--- config.mk ---
export PLATFORM = sky130hd
export DESIGN_NAME = seven_seg_scanner_flat
export DESIGN_NICKNAME = d
export VERILOG_FILES = /design/src/rtl/seven_seg_scanner_if.sv /design/src/rtl/seven_seg_scanner.sv /design/src/flat_wrapper.sv
export SDC_FILE = /design/constraint.sdc
export NUM_CORES = 1
export LEC_CHECK = 0
export CAP_MARGIN = 10
export CORE_MARGIN = 2
export CORE_UTILIZATION = 54
export DETAILED_ROUTE_END_ITERATION = 10
export PLACE_DENSITY = 0.87
export SLEW_MARGIN = 10
export SYNTH_ARGS = -nofsm -noshare
export SYNTH_HDL_FRONTEND = slang
export SYNTH_SLANG_ARGS = --single-unit
--- constraint.sdc ---
create_clock -name clk -period 3.4 [get_ports clk]
set_clock_uncertainty 0.15 [all_clocks]
set_input_delay 0.34 -clock clk [delete_from_list [all_inputs] [get_ports clk]]
set_output_delay 0.34 -clock clk [all_outputs]
set_load 0.02 [all_outputs]
--- src/rtl/seven_seg_scanner_if.sv ---
// Display bus between the scan source/digit producer and seven_seg_scanner.
//   scan_clk  : slow square wave; each rising edge advances one digit
//   digits    : four 4-bit digit codes, [3:0] = rightmost digit
//   dp_mask   : decimal-point enables, 1 = lit
//   anode     : digit enables, active-low
//   seg       : segments {g,f,e,d,c,b,a}, active-low
//   dp        : decimal point, active-low
// master drives scan_clk/digits/dp_mask; slave (the scanner) drives anode/seg/dp.
interface seven_seg_scanner_if;
  logic        scan_clk;
  logic [15:0] digits;
  logic [3:0]  dp_mask;
  logic [3:0]  anode;
  logic [6:0]  seg;
  logic        dp;

  modport master (
    output scan_clk, digits, dp_mask,
    input  anode, seg, dp
  );

  modport slave (
    input  scan_clk, digits, dp_mask,
    output anode, seg, dp
  );
endinterface

--- src/rtl/seven_seg_scanner.sv ---
// seven_seg_scanner: time-multiplexes four 7-segment digits.
// scan_clk is sampled as data, synchronised and edge-detected in the clk domain. Digit codes and
// decimal-point mask are snapshotted once per frame (at the idx 3 -> 0 wrap) so a frame never
// mixes old and new values. All display outputs are registered.
// Ports:
//   clk  : system clock
//   rst  : asynchronous, active-high reset
//   bus  : seven_seg_scanner_if.slave (scan_clk, digits, dp_mask in; anode, seg, dp out)
// Parameter BLANK_CYCLES (1..255): all-off cycles after each digit advance.
// Optional feature macro SCAN_BLANK_EN: inserts the BLANK state (inter-digit blanking).
// Without it the BLANK state and counter are absent and BLANK_CYCLES is ignored.
module seven_seg_scanner #(
  parameter int unsigned BLANK_CYCLES = 16
) (
  input logic             clk,
  input logic             rst,
  seven_seg_scanner_if.slave bus
);

  if (BLANK_CYCLES < 1 || BLANK_CYCLES > 255) begin : g_bad_blank_cycles
    $error("BLANK_CYCLES must be in 1..255");
  end

  typedef enum logic [1:0] {StIdle, StBlank, StShow} state_e;

`ifdef SCAN_BLANK_EN
  localparam state_e      StAfterAdv = StBlank;
  localparam logic [7:0]  BlankLast  = 8'(BLANK_CYCLES - 1);
  logic [7:0] cnt_q, cnt_d;
`else
  localparam state_e      StAfterAdv = StShow;
`endif

  logic        sync1_q, sync2_q, prev_q;
  logic        adv;
  state_e      state_q, state_d;
  logic [1:0]  idx_q, idx_d;
  logic [15:0] snap_dig_q, snap_dig_d;
  logic [3:0]  snap_dp_q, snap_dp_d;
  logic [3:0]  anode_q, anode_d;
  logic [6:0]  seg_q, seg_d;
  logic        dp_q, dp_d;

  function automatic logic [6:0] decode(input logic [3:0] code);
    unique case (code)
      4'h0:    return 7'b1000000;
      4'h1:    return 7'b1111001;
      4'h2:    return 7'b0100100;
      4'h3:    return 7'b0110000;
      4'h4:    return 7'b0011001;
      4'h5:    return 7'b0010010;
      4'h6:    return 7'b0000010;
      4'h7:    return 7'b1111000;
      4'h8:    return 7'b0000000;
      4'h9:    return 7'b0010000;
      4'hA:    return 7'b0111111; // minus sign
      default: return 7'h7F;
    endcase
  endfunction

  // One-clk pulse on the synchronised rising edge of scan_clk.
  assign adv = sync2_q & ~prev_q;

  always_comb begin
    state_d    = state_q;
    idx_d      = idx_q;
    snap_dig_d = snap_dig_q;
    snap_dp_d  = snap_dp_q;
`ifdef SCAN_BLANK_EN
    cnt_d      = cnt_q;
`endif
    unique case (state_q)
      StIdle: begin
        if (adv) begin
          idx_d      = 2'd0;
          snap_dig_d = bus.digits;
          snap_dp_d  = bus.dp_mask;
          state_d    = StAfterAdv;
`ifdef SCAN_BLANK_EN
          cnt_d      = 8'd0;
`endif
        end
      end
      StShow: begin
        if (adv) begin
          idx_d = idx_q + 2'd1;
          // Frame boundary: take the new values only when wrapping back to digit 0.
          if (idx_q == 2'd3) begin
            snap_dig_d = bus.digits;
            snap_dp_d  = bus.dp_mask;
          end
          state_d = StAfterAdv;
`ifdef SCAN_BLANK_EN
          cnt_d   = 8'd0;
`endif
        end
      end
`ifdef SCAN_BLANK_EN
      StBlank: begin
        // adv is deliberately ignored here: no idx change, counter keeps running.
        if (cnt_q == BlankLast) state_d = StShow;
        else                    cnt_d   = cnt_q + 8'd1;
      end
`endif
      default: state_d = StIdle;
    endcase
  end

  // Outputs follow the current state/idx/snapshot and are registered, so only one anode can be
  // low in any cycle.
  always_comb begin
    anode_d = 4'b1111;
    seg_d   = 7'h7F;
    dp_d    = 1'b1;
    if (state_q == StShow) begin
      anode_d = ~(4'b0001 << idx_q);
      seg_d   = decode(snap_dig_q[{idx_q, 2'b00} +: 4]);
      dp_d    = ~snap_dp_q[idx_q];
    end
  end

  always_ff @(posedge clk or posedge rst) begin
    if (rst) begin
      sync1_q    <= 1'b0;
      sync2_q    <= 1'b0;
      prev_q     <= 1'b0;
      state_q    <= StIdle;
      idx_q      <= 2'd0;
      snap_dig_q <= 16'hFFFF;
      snap_dp_q  <= 4'b0000;
`ifdef SCAN_BLANK_EN
      cnt_q      <= 8'd0;
`endif
      anode_q    <= 4'b1111;
      seg_q      <= 7'h7F;
      dp_q       <= 1'b1;
    end else begin
      sync1_q    <= bus.scan_clk;
      sync2_q    <= sync1_q;
      prev_q     <= sync2_q;
      state_q    <= state_d;
      idx_q      <= idx_d;
      snap_dig_q <= snap_dig_d;
      snap_dp_q  <= snap_dp_d;
`ifdef SCAN_BLANK_EN
      cnt_q      <= cnt_d;
`endif
      anode_q    <= anode_d;
      seg_q      <= seg_d;
      dp_q       <= dp_d;
    end
  end

  assign bus.anode = anode_q;
  assign bus.seg   = seg_q;
  assign bus.dp    = dp_q;

endmodule

--- src/flat_wrapper.sv ---
// flat-port wrapper written by rule: the top's interface ports become plain ports
module seven_seg_scanner_flat 
#(
  parameter int unsigned BLANK_CYCLES = 16
)
  (clk, rst, bus_scan_clk, bus_digits, bus_dp_mask, bus_anode, bus_seg, bus_dp);
  seven_seg_scanner_if bus_i ();
  input logic clk;
  input logic rst;
  input wire logic [$bits(bus_i.scan_clk)-1:0] bus_scan_clk;
  input wire logic [$bits(bus_i.digits)-1:0] bus_digits;
  input wire logic [$bits(bus_i.dp_mask)-1:0] bus_dp_mask;
  output wire logic [$bits(bus_i.anode)-1:0] bus_anode;
  output wire logic [$bits(bus_i.seg)-1:0] bus_seg;
  output wire logic [$bits(bus_i.dp)-1:0] bus_dp;
  assign bus_i.scan_clk = bus_scan_clk;
  assign bus_i.digits = bus_digits;
  assign bus_i.dp_mask = bus_dp_mask;
  assign bus_anode = bus_i.anode;
  assign bus_seg = bus_i.seg;
  assign bus_dp = bus_i.dp;
  seven_seg_scanner #(.BLANK_CYCLES(BLANK_CYCLES)) u_core (.clk(clk), .rst(rst), .bus(bus_i));
endmodule
### After elaboration in Yosys (flattened, before gate mapping)

Memory sizes are Yosys's and may differ from the RTL's.
Index checks and enable logic that the tools add are counted.

| storage, ports and cells | value |
|---|---|
| word-level logic and storage cells | 48 |
| bits in writable memories | 0 |
| ROM bits | 112 |
| input port bits | 23 |
| memories kept | 1 |
| latch bits | 0 |
| output and inout bits | 12 |
| register bits after elaboration | 39 |

Memories:

| memory | words | width | read ports | clocked after memory_dff | write ports | RTL line | RTL |
|---|---|---|---|---|---|---|---|
| (no name shown) | 16 | 7 | 1 | 0 | 0 | seven_seg_scanner.sv:45 | `unique case (code)` |

| operators by class | value |
|---|---|
| muxes and demuxes | 18 |
| magnitude comparators | 1 |
| divide/modulo/power cells | 0 |
| shift operators | 2 |
| bitwise operators | 4 |
| $add $sub $neg | 1 |
| reduce and logical (&&, ||, !) cells | 5 |
| equality and inequality tests | 6 |
| multipliers | 0 |

Operator list:

| operator | number |
|---|---|
| $mux 16 | 3 |
| $pmux 16 s2 | 1 |
| $mux 4 | 4 |
| $shiftx 16x5->4 | 1 |
| $mux 2 | 4 |
| $ne 2x1->1 const B | 4 |
| $pmux 4 s2 | 1 |
| $mux 7 | 1 |
| $eq 2x2->1 const B | 2 |
| $not 4->4 | 1 |
| $pmux 2 s2 | 1 |
| $reduce_and 4->1 | 1 |
| $shl 1x2->4 const A | 1 |
| $lt 2x3->1 const B | 1 |
| $reduce_and 3->1 | 1 |
| $add 2x1->2 const B | 1 |
| $bmux 1 s2 | 1 |
| $logic_not 2->1 | 1 |
| $mux 1 | 2 |
| $not 1->1 | 2 |
| $reduce_bool 2->1 | 1 |
| $reduce_or 2->1 | 1 |
| $and 1x1->1 | 1 |

### Depth between registers and ports, before layout

Gate-level depths: netlist of run 1.

| depth | value |
|---|---|
| word-level depth | 4 |
| gate-level depth with buffers | 7 |
| mapped depth without buffers | 6 |

### Worst setup path before layout of run 1

Ideal clock, no wire load.

| path | value |
|---|---|
| kind | register to register |
| start | register u_core.idx_q[1] |
| end | register u_core.seg_q[5], in the netlist u_core.bus.seg[5] |
| setup time | 0.084 ns |
| data required time | 3.166 ns |
| buffers on the path | 1 |
| cell stages (with the launch flop) | 8 |
| data arrival time | 1.673 ns |
| path slack | 1.493 ns |
| period minus slack after synthesis | 1.907 ns |
| path through | dfrtp_1 buf_6 mux4_1 ha_1 inv_1 mux2i_1 nor3b_1 a21oi_2 |

| between the ends | value |
|---|---|
| longest elaborated chain between the ends | 3 |

Ends and longest elaborated chain:

| element | RTL line | RTL |
|---|---|---|
| from (decl) | seven_seg_scanner.sv:37 | `logic [1:0] idx_q, idx_d;` |
| from (signal assigned) | seven_seg_scanner.sv:142 | `idx_q <= idx_d;` |
| $shiftx 16x5->4 | seven_seg_scanner.sv:117 | `seg_d = decode(snap_dig_q[{idx_q, 2'b00} +: 4]);` |
| $mem_v2 16x7 | -- |  |
| $mux 7 | seven_seg_scanner.sv:115 | `if (state_q == StShow) begin` |
| named net u_core.seg_d[5] | seven_seg_scanner.sv:41 | `logic [6:0] seg_q, seg_d;` |
| to (signal assigned) | seven_seg_scanner.sv:149 | `seg_q <= seg_d;` |
| to (decl) | seven_seg_scanner.sv:41 |  |

The timed path passes the listed nets, and every way through them passes these cells.
A chain may end at the register's enable or synchronous reset.

### Worst setup path in the final report of run 1

| path | value |
|---|---|
| start | register u_core.idx_q[0] |
| end | register u_core.snap_dp_q[3] |

| between the ends | value |
|---|---|
| longest elaborated chain between the ends | 3 |

Ends and longest elaborated chain:

| element | RTL line | RTL |
|---|---|---|
| $eq 2x2->1 | seven_seg_scanner.sv:88 | `if (idx_q == 2'd3) begin` |
| $ne 2x1->1 (no source line) | -- |  |
| $reduce_and 4->1 (no source line) | -- |  |
| to (signal assigned) | seven_seg_scanner.sv:144 | `snap_dp_q <= snap_dp_d;` |
| to (decl) | seven_seg_scanner.sv:39 | `logic [3:0] snap_dp_q, snap_dp_d;` |

No other way between the ends.

==> results of run 1 <==
metrics by stage:
| stage | util [%] | setup WS, ps | area [sq um] | hold slack [ps] |
|---|---|---|---|---|
| after detailed placement | 68.61 | 1045 | 2095 | 185.6 |
| after global routing | 70.57 | 913.6 | 2155 | 221.7 |
| after CTS | 70.57 | 1028 | 2155 | 209.5 |
| after global placement | 68.61 | 1143 | 2095 | 183.3 |
| after floorplan | - | 1493 | 1747 | 181.2 |
| final | 70.57 | 1036 | 2155 | 206.8 |
layout make-up:
class	count	share of cell area (%)
multi-input cells	71	31.18
inverters	9	1.568
well taps	44	2.555
clock inverters	1	0.2323
flip-flops and latches	38	45.76
repair buffers	35	16.14
clock buffers	7	2.555
sequential cells by signal, indices dropped and copies added, names as in the netlist, 2 cells and up:
| register | cells |
|---|---|
| u_core.idx_q | 2 |
| u_core.bus.anode | 4 |
| u_core.bus.seg | 7 |
| u_core.snap_dp_q | 4 |
| u_core.snap_dig_q | 16 |
cell families (layout without fill, tap and decap cells):
kind of cell | Yosys count | after routing | synth area share, %
flip-flops | 38 | 38 | 56.45
AO/OA/AOI/OAI | 16 | 16 | 5.372
buffers and inverters | 16 | 52 | 5.300
adder cells (fa/ha/maj) | 9 | 9 | 6.447
multiplexers | 27 | 27 | 20.92
AND/OR/NAND/NOR | 19 | 19 | 5.516
where the power goes:
group	internal (uW)	total (uW)	switching (uW)	leakage [uW]
Sequential	762	867	105	0.000411
Combinational	459	902	442	0.000446
Clock	100	247	147	0.0000353
Total	1320	2020	694	0.000893
cell usage in the layout, fill, tap and decap left out, types with 3 or more instances in the layout:
cell                              instances
sky130_fd_sc_hd__mux4_2                   3
sky130_fd_sc_hd__nand2_1                 11
sky130_fd_sc_hd__o211ai_1                 3
sky130_fd_sc_hd__dfstp_2                 28
sky130_fd_sc_hd__clkdlybuf4s50_1         34
sky130_fd_sc_hd__mux2_2                  20
sky130_fd_sc_hd__o21ai_0                  5
sky130_fd_sc_hd__ha_1                     9
sky130_fd_sc_hd__a21oi_1                  3
sky130_fd_sc_hd__dfrtp_1                 10
sky130_fd_sc_hd__inv_1                    9
sky130_fd_sc_hd__clkbuf_4                 5
worst max-delay path: stages (launching register included):
cell and delay (ps):
sky130_fd_sc_hd__dfrtp_1 580, sky130_fd_sc_hd__ha_1 250, sky130_fd_sc_hd__inv_1 60, sky130_fd_sc_hd__a21oi_2 790, sky130_fd_sc_hd__mux2_2 430
worst min path at each step:
stage / startpoint / endpoint / slack (ps) / cells past startpoint
4_1_cts: u_core.sync1_q / u_core.sync2_q / 210 / 0
5_1_grt: u_core.sync1_q / u_core.sync2_q / 220 / 0
2_1_floorplan: u_core.sync1_q / u_core.sync2_q / 180 / 0
3_5_place_dp: u_core.sync1_q / u_core.sync2_q / 190 / 0
3_3_place_gp: u_core.sync1_q / u_core.sync2_q / 180 / 0
6_report: u_core.sync1_q / u_core.sync2_q / 210 / 0
routing by layer:
layer / track usage (%) / wire length, microns / share of wire (%)
met3: 7.463 / 178 / 6.0
met5: 0 / 0 / 0
met4: 6.522 / 33 / 1.1
met2: 32.10 / 1553 / 53
met1: 20.37 / 1182 / 40
==> metrics.yaml, run 1 <==
logic_synthesis:
  ys_top_cells_by_count: "28 x sky130_fd_sc_hd__dfstp_2, 20 x sky130_fd_sc_hd__mux2_2, 11 x sky130_fd_sc_hd__nand2_1, 10 x sky130_fd_sc_hd__dfrtp_1"
  synthTopCellsByArea: "sky130_fd_sc_hd__dfstp_2 42%, sky130_fd_sc_hd__dfrtp_1 14%, sky130_fd_sc_hd__mux2_2 13%"
  synthFlopType: "sky130_fd_sc_hd__dfstp_2"
  post_synth_num_cell_types: 24
  synth_area_sq_um: 1747
  synth_enable_flop_cells: 0
  synth.net_count: 157
  synth.largest_area_cell: "sky130_fd_sc_hd__dfstp_2"
  synth-async-reset-ratio_pct: 100.0
  synthesized_flop_and_latch_total: 38
  yosys_warnings: 0
  syn_area_per_cell_sq_um: 13.97
  post_synth_inst_count: 125
  yosys.cell_count.top_type: "sky130_fd_sc_hd__dfstp_2"
  sequential_area_share_after_synthesis_pct: 56.45
  synth.top_cell.area_share_pct: 42.12
clocking:
  cts_resized: 0
  cts_tree: "yes"
  cts.sinks: 38
  cts-hold-fix-buffers: 0
  worst_setup_hold_path_clk_slew_ps: 110
  clkLatencyLatePin_ps: 350
  cts-root-buf: "sky130_fd_sc_hd__clkbuf_4"
  post_cts.repair.setup_buffers: 0
  cts_buffers: 5
  cts-root-to-sink-buffers: 2
  cts_max_level: 2
critical_path:
  worst_setup_path_endpoint: "u_core.snap_dp_q[3]"
  timing.critical_path.to_type: "flop"
  arrival_ps: 2460
  reg2regPathDepth: 4
  crit_path_max_fanout: 20
  r2r_start: "u_core.idx_q[0]"
  worstSetupStartpoint: "u_core.idx_q[0]"
  r2r_end: "u_core.snap_dp_q[3]"
  regToRegSetupSlack_ps: 1040
  cp.required_ps: 3500
  path_class: "reg -> reg"
  crit_path_start_kind: "flop"
global_routing:
  grt_pass1_vias: 1038
  grt_start_max_net_pins: 29
  total_congestion_overflow: 0
  groute.usage.overall_pct: 18.44
  grt_pass1_wl_microns: 4754
  grt_antenna_before_repair: 0
timing:
  timing_max_transition_violations_final: 0
  relSlewSlack_pct: 29.19
  hold_viol_final: 0
  rsz_0062_raised_after_global_routing: "no"
  period_minus_slack_ps: 2364
  setup_violations: 0
  achievable-frequency_mhz: 423.0
  setup_tns_ps: 0
  final.period_utilization_pct: 69.53
  tightestPinTransition_ps: 1062
placed_design:
  final_replace_weighted_congestion: 0.7483
  io_buffers: 34
  placed_cells_incl_taps: 197
  detailed_place_hpwl_microns: 2236
die:
  die-width_microns: 60.88
  start_util_pct: 57.21
  core_region_area_sq_um: 3053
  boundaryPins: 35
  dieArea_sq_um: 3706
  dieHeight_microns: 60.88
  placement_rows: 20
drt:
  drcViolationCount: 0
  first_iter_violations: 20
  wl_per_cell_microns: 14.38
  via_per_inst: 5.137
  wirelength_microns: 2948
  via_count: 1053
  dr.pass1.iters: 4
  antenna_violating_nets_post_route: 0
finish:
  drive_gt1_share_pct: 39.13
  antenna_cells_inserted: 0
  area_of_combinational_cells_with_multiple_inputs_sq_um: 671.9
  layout.filler_cells: 214
  finalNetCount: 192
  area_growth_from_synthesis_to_layout_pct: 23.35
  register_area_sq_um: 985.9
  final_cells: 205
pwr:
  power_density_nw_per_um2: 935.5
  ir_drop_v: 0.0004300
  totalPowerFinal_uw: 2016
  leakagePower_uw: 0.0008926
hold_path:
  hold_path_class: "reg -> reg"
outcome:
  outcome: "finished clean"
flow_run:
  maxCapViolations: 0
(Power assumes the default switching activity.)
==> run 2, diff against run 1 <==
--- a/config.mk
+++ b/config.mk
@@ -7,9 +7,9 @@
 export LEC_CHECK = 0
 export CAP_MARGIN = 10
 export CORE_MARGIN = 2
-export CORE_UTILIZATION = 54
+export CORE_UTILIZATION = 46
 export DETAILED_ROUTE_END_ITERATION = 10
-export PLACE_DENSITY = 0.87
+export PLACE_DENSITY = 0.79
 export SLEW_MARGIN = 10
 export SYNTH_ARGS = -nofsm -noshare
 export SYNTH_HDL_FRONTEND = slang
==> constraint.sdc (replaced) <==
create_clock -name clk -period 2.1 [get_ports clk]
set_clock_uncertainty 0.15 [all_clocks]
set_input_delay 0.21 -clock clk [delete_from_list [all_inputs] [get_ports clk]]
set_output_delay 0.21 -clock clk [all_outputs]
set_load 0.02 [all_outputs]
==> metrics.yaml, run 2 (synthesized netlist as in run 1, its figures left out) <==
drt:
  drcViolationCount: 0
  via_per_inst: 4.967
  via_count: 1058
  first_iter_violations: 28
  wl_per_cell_microns: 13.00
  dr.pass1.iters: 4
  antenna_violating_nets_post_route: 0
  wirelength_microns: 2770
critical_path:
  crit_path_start_kind: "flop"
  cp.required_ps: 2160
  reg2regPathDepth: 6
  timing.critical_path.to_type: "flop"
  timing.critical_path.slowest_cell_delay_ps: 600
  regToRegSetupSlack_ps: 100
  worstSetupStartpoint: "u_core.idx_q[1]"
  crit_path_cell_trace: "mux4_2, inv_1, ha_1, mux2i_1, nor3b_1, a21oi_2"
  worst_setup_path_endpoint: "u_core.bus.seg[5]"
  arrival_ps: 2060
  path_class: "reg -> reg"
  critical_path_s_slowest_cell: "sky130_fd_sc_hd__mux4_2"
  r2r_end: "u_core.bus.seg[5]"
  r2r_start: "u_core.idx_q[1]"
  crit_path_max_fanout: 5
timing:
  setup_violations: 0
  rsz_0062_raised_after_global_routing: "no"
  layout_setup_ws_ps: 98.69
  hold_viol_final: 0
  setup_tns_ps: 0
  timing_max_transition_violations_final: 0
  tightestPinTransition_ps: 452.2
  period_minus_slack_ps: 2001
  holdWs_ps: 195.4
  achievable-frequency_mhz: 499.7
  relSlewSlack_pct: 69.85
  final.period_utilization_pct: 95.30
finish:
  registers.top_by_ff_count: "u_core.snap_dig_q"
  largest_reg_flops: 16
  post_layout_utilization_of_the_core_pct: 61.38
  drive_gt1_share_pct: 41.82
  area_of_combinational_cells_with_multiple_inputs_sq_um: 668.1
  commonest_non_fill_non_tap_cell_in_the_layout: "sky130_fd_sc_hd__clkdlybuf4s50_1"
  finalNetCount: 196
  area_growth_from_synthesis_to_layout_pct: 28.65
  commonest_non_fill_non_tap_cells_in_the_layout: "34 x sky130_fd_sc_hd__clkdlybuf4s50_1, 28 x sky130_fd_sc_hd__dfstp_2, 20 x sky130_fd_sc_hd__mux2_2"
  antenna_cells_inserted: 0
  fin_area_sq_um: 2247
  register_area_sq_um: 985.9
  layout.filler_cells: 284
die:
  start_util_pct: 47.71
  dieHeight_microns: 65.62
  core_region_area_sq_um: 3661
  dieArea_sq_um: 4306
  boundaryPins: 35
  placement_rows: 22
  die-width_microns: 65.62
pwr:
  leakagePower_uw: 0.0009330
  power_density_nw_per_um2: 1543
  ir_drop_v: 0.0006979
placed_design:
  detailed_place_hpwl_microns: 2092
  io_buffers: 34
  detailed_place.area_sq_um: 2142
  final_replace_weighted_congestion: 0.7653
  place_worst_setup_slack_ps: 92.07
global_routing:
  grt_start_max_net_pins: 39
  grt_antenna_before_repair: 0
  total_congestion_overflow: 0
  grt_pass1_vias: 1098
  groute.usage.overall_pct: 14.24
  grt_pass1_wl_microns: 4671
clocking:
  cts-root-to-sink-buffers: 2
  clkLatencyLatePin_ps: 280
  cts_buffers: 5
  cts_tree: "yes"
  post_cts.repair.setup_buffers: 0
  cts-root-buf: "sky130_fd_sc_hd__clkbuf_8"
  cts_max_level: 2
  worst_setup_hold_path_clk_slew_ps: 70
  cts.sinks: 38
outcome:
  outcome: "finished clean"
hold_path:
  hold_path_class: "in -> async"
flow_run:
  maxCapViolations: 0
[run 2: worst min-delay path by stage]
stage	startpoint	to	slack [ps]
2_1_floorplan	bus_scan_clk	u_core.sync1_q	90
3_3_place_gp	u_core.sync1_q	u_core.sync2_q	180
3_5_place_dp	u_core.sync1_q	u_core.sync2_q	190
4_1_cts	rst	u_core.sync1_q	210
5_1_grt	bus_scan_clk	u_core.sync1_q	200
6_report	rst	u_core.snap_dp_q[1]	200
[run 2: power by group]
part	switching [uW]	internal [uW]
registers	142	1230
clock network	243	349
logic	732	766
[run 2: worst max-delay path: cells and delay by family, from the launching register on]
kind	cells	cell delay (ps)
and+or+nand+nor	1	280
DFF	1	440
AOI/OAI and AO/OA	1	50
adders and majority gates	1	180
buffers and inverters	1	150
muxes	2	670
[run 2: layout make-up]
type	count	area share, %
Sequential cell	38	43.88
Clock inverter	3	1.782
Inverter	9	1.503
Multi-Input combinational cell	71	29.73
Clock buffer	5	3.062
Tap cell	48	2.673
Timing Repair Buffer	39	17.37
[run 2: repair_timing]
action | 4_1_cts | 5_1_grt
hold endpoints to repair | 0 | 0
gates resized for setup | 0 | 1
endpoints found under the setup margin | 0 | 1
hold buffers | 0 | 0
[run 2: per-stage QoR]
step	std cells	power, uW
6_report	213	3467
3_3_place_gp	205	2798
2_1_floorplan	125	2466
3_5_place_dp	205	2889
4_1_cts	213	3495
5_1_grt	213	3703
[run 2: metal layers]
metal	vias up	part of all wire, %	track usage [%]
met5	-	0	0
met4	0	0.29	3.646
met3	2	4.8	4.795
met2	31	53	26.52
met1	522	42	15.25
li1	503	-	-
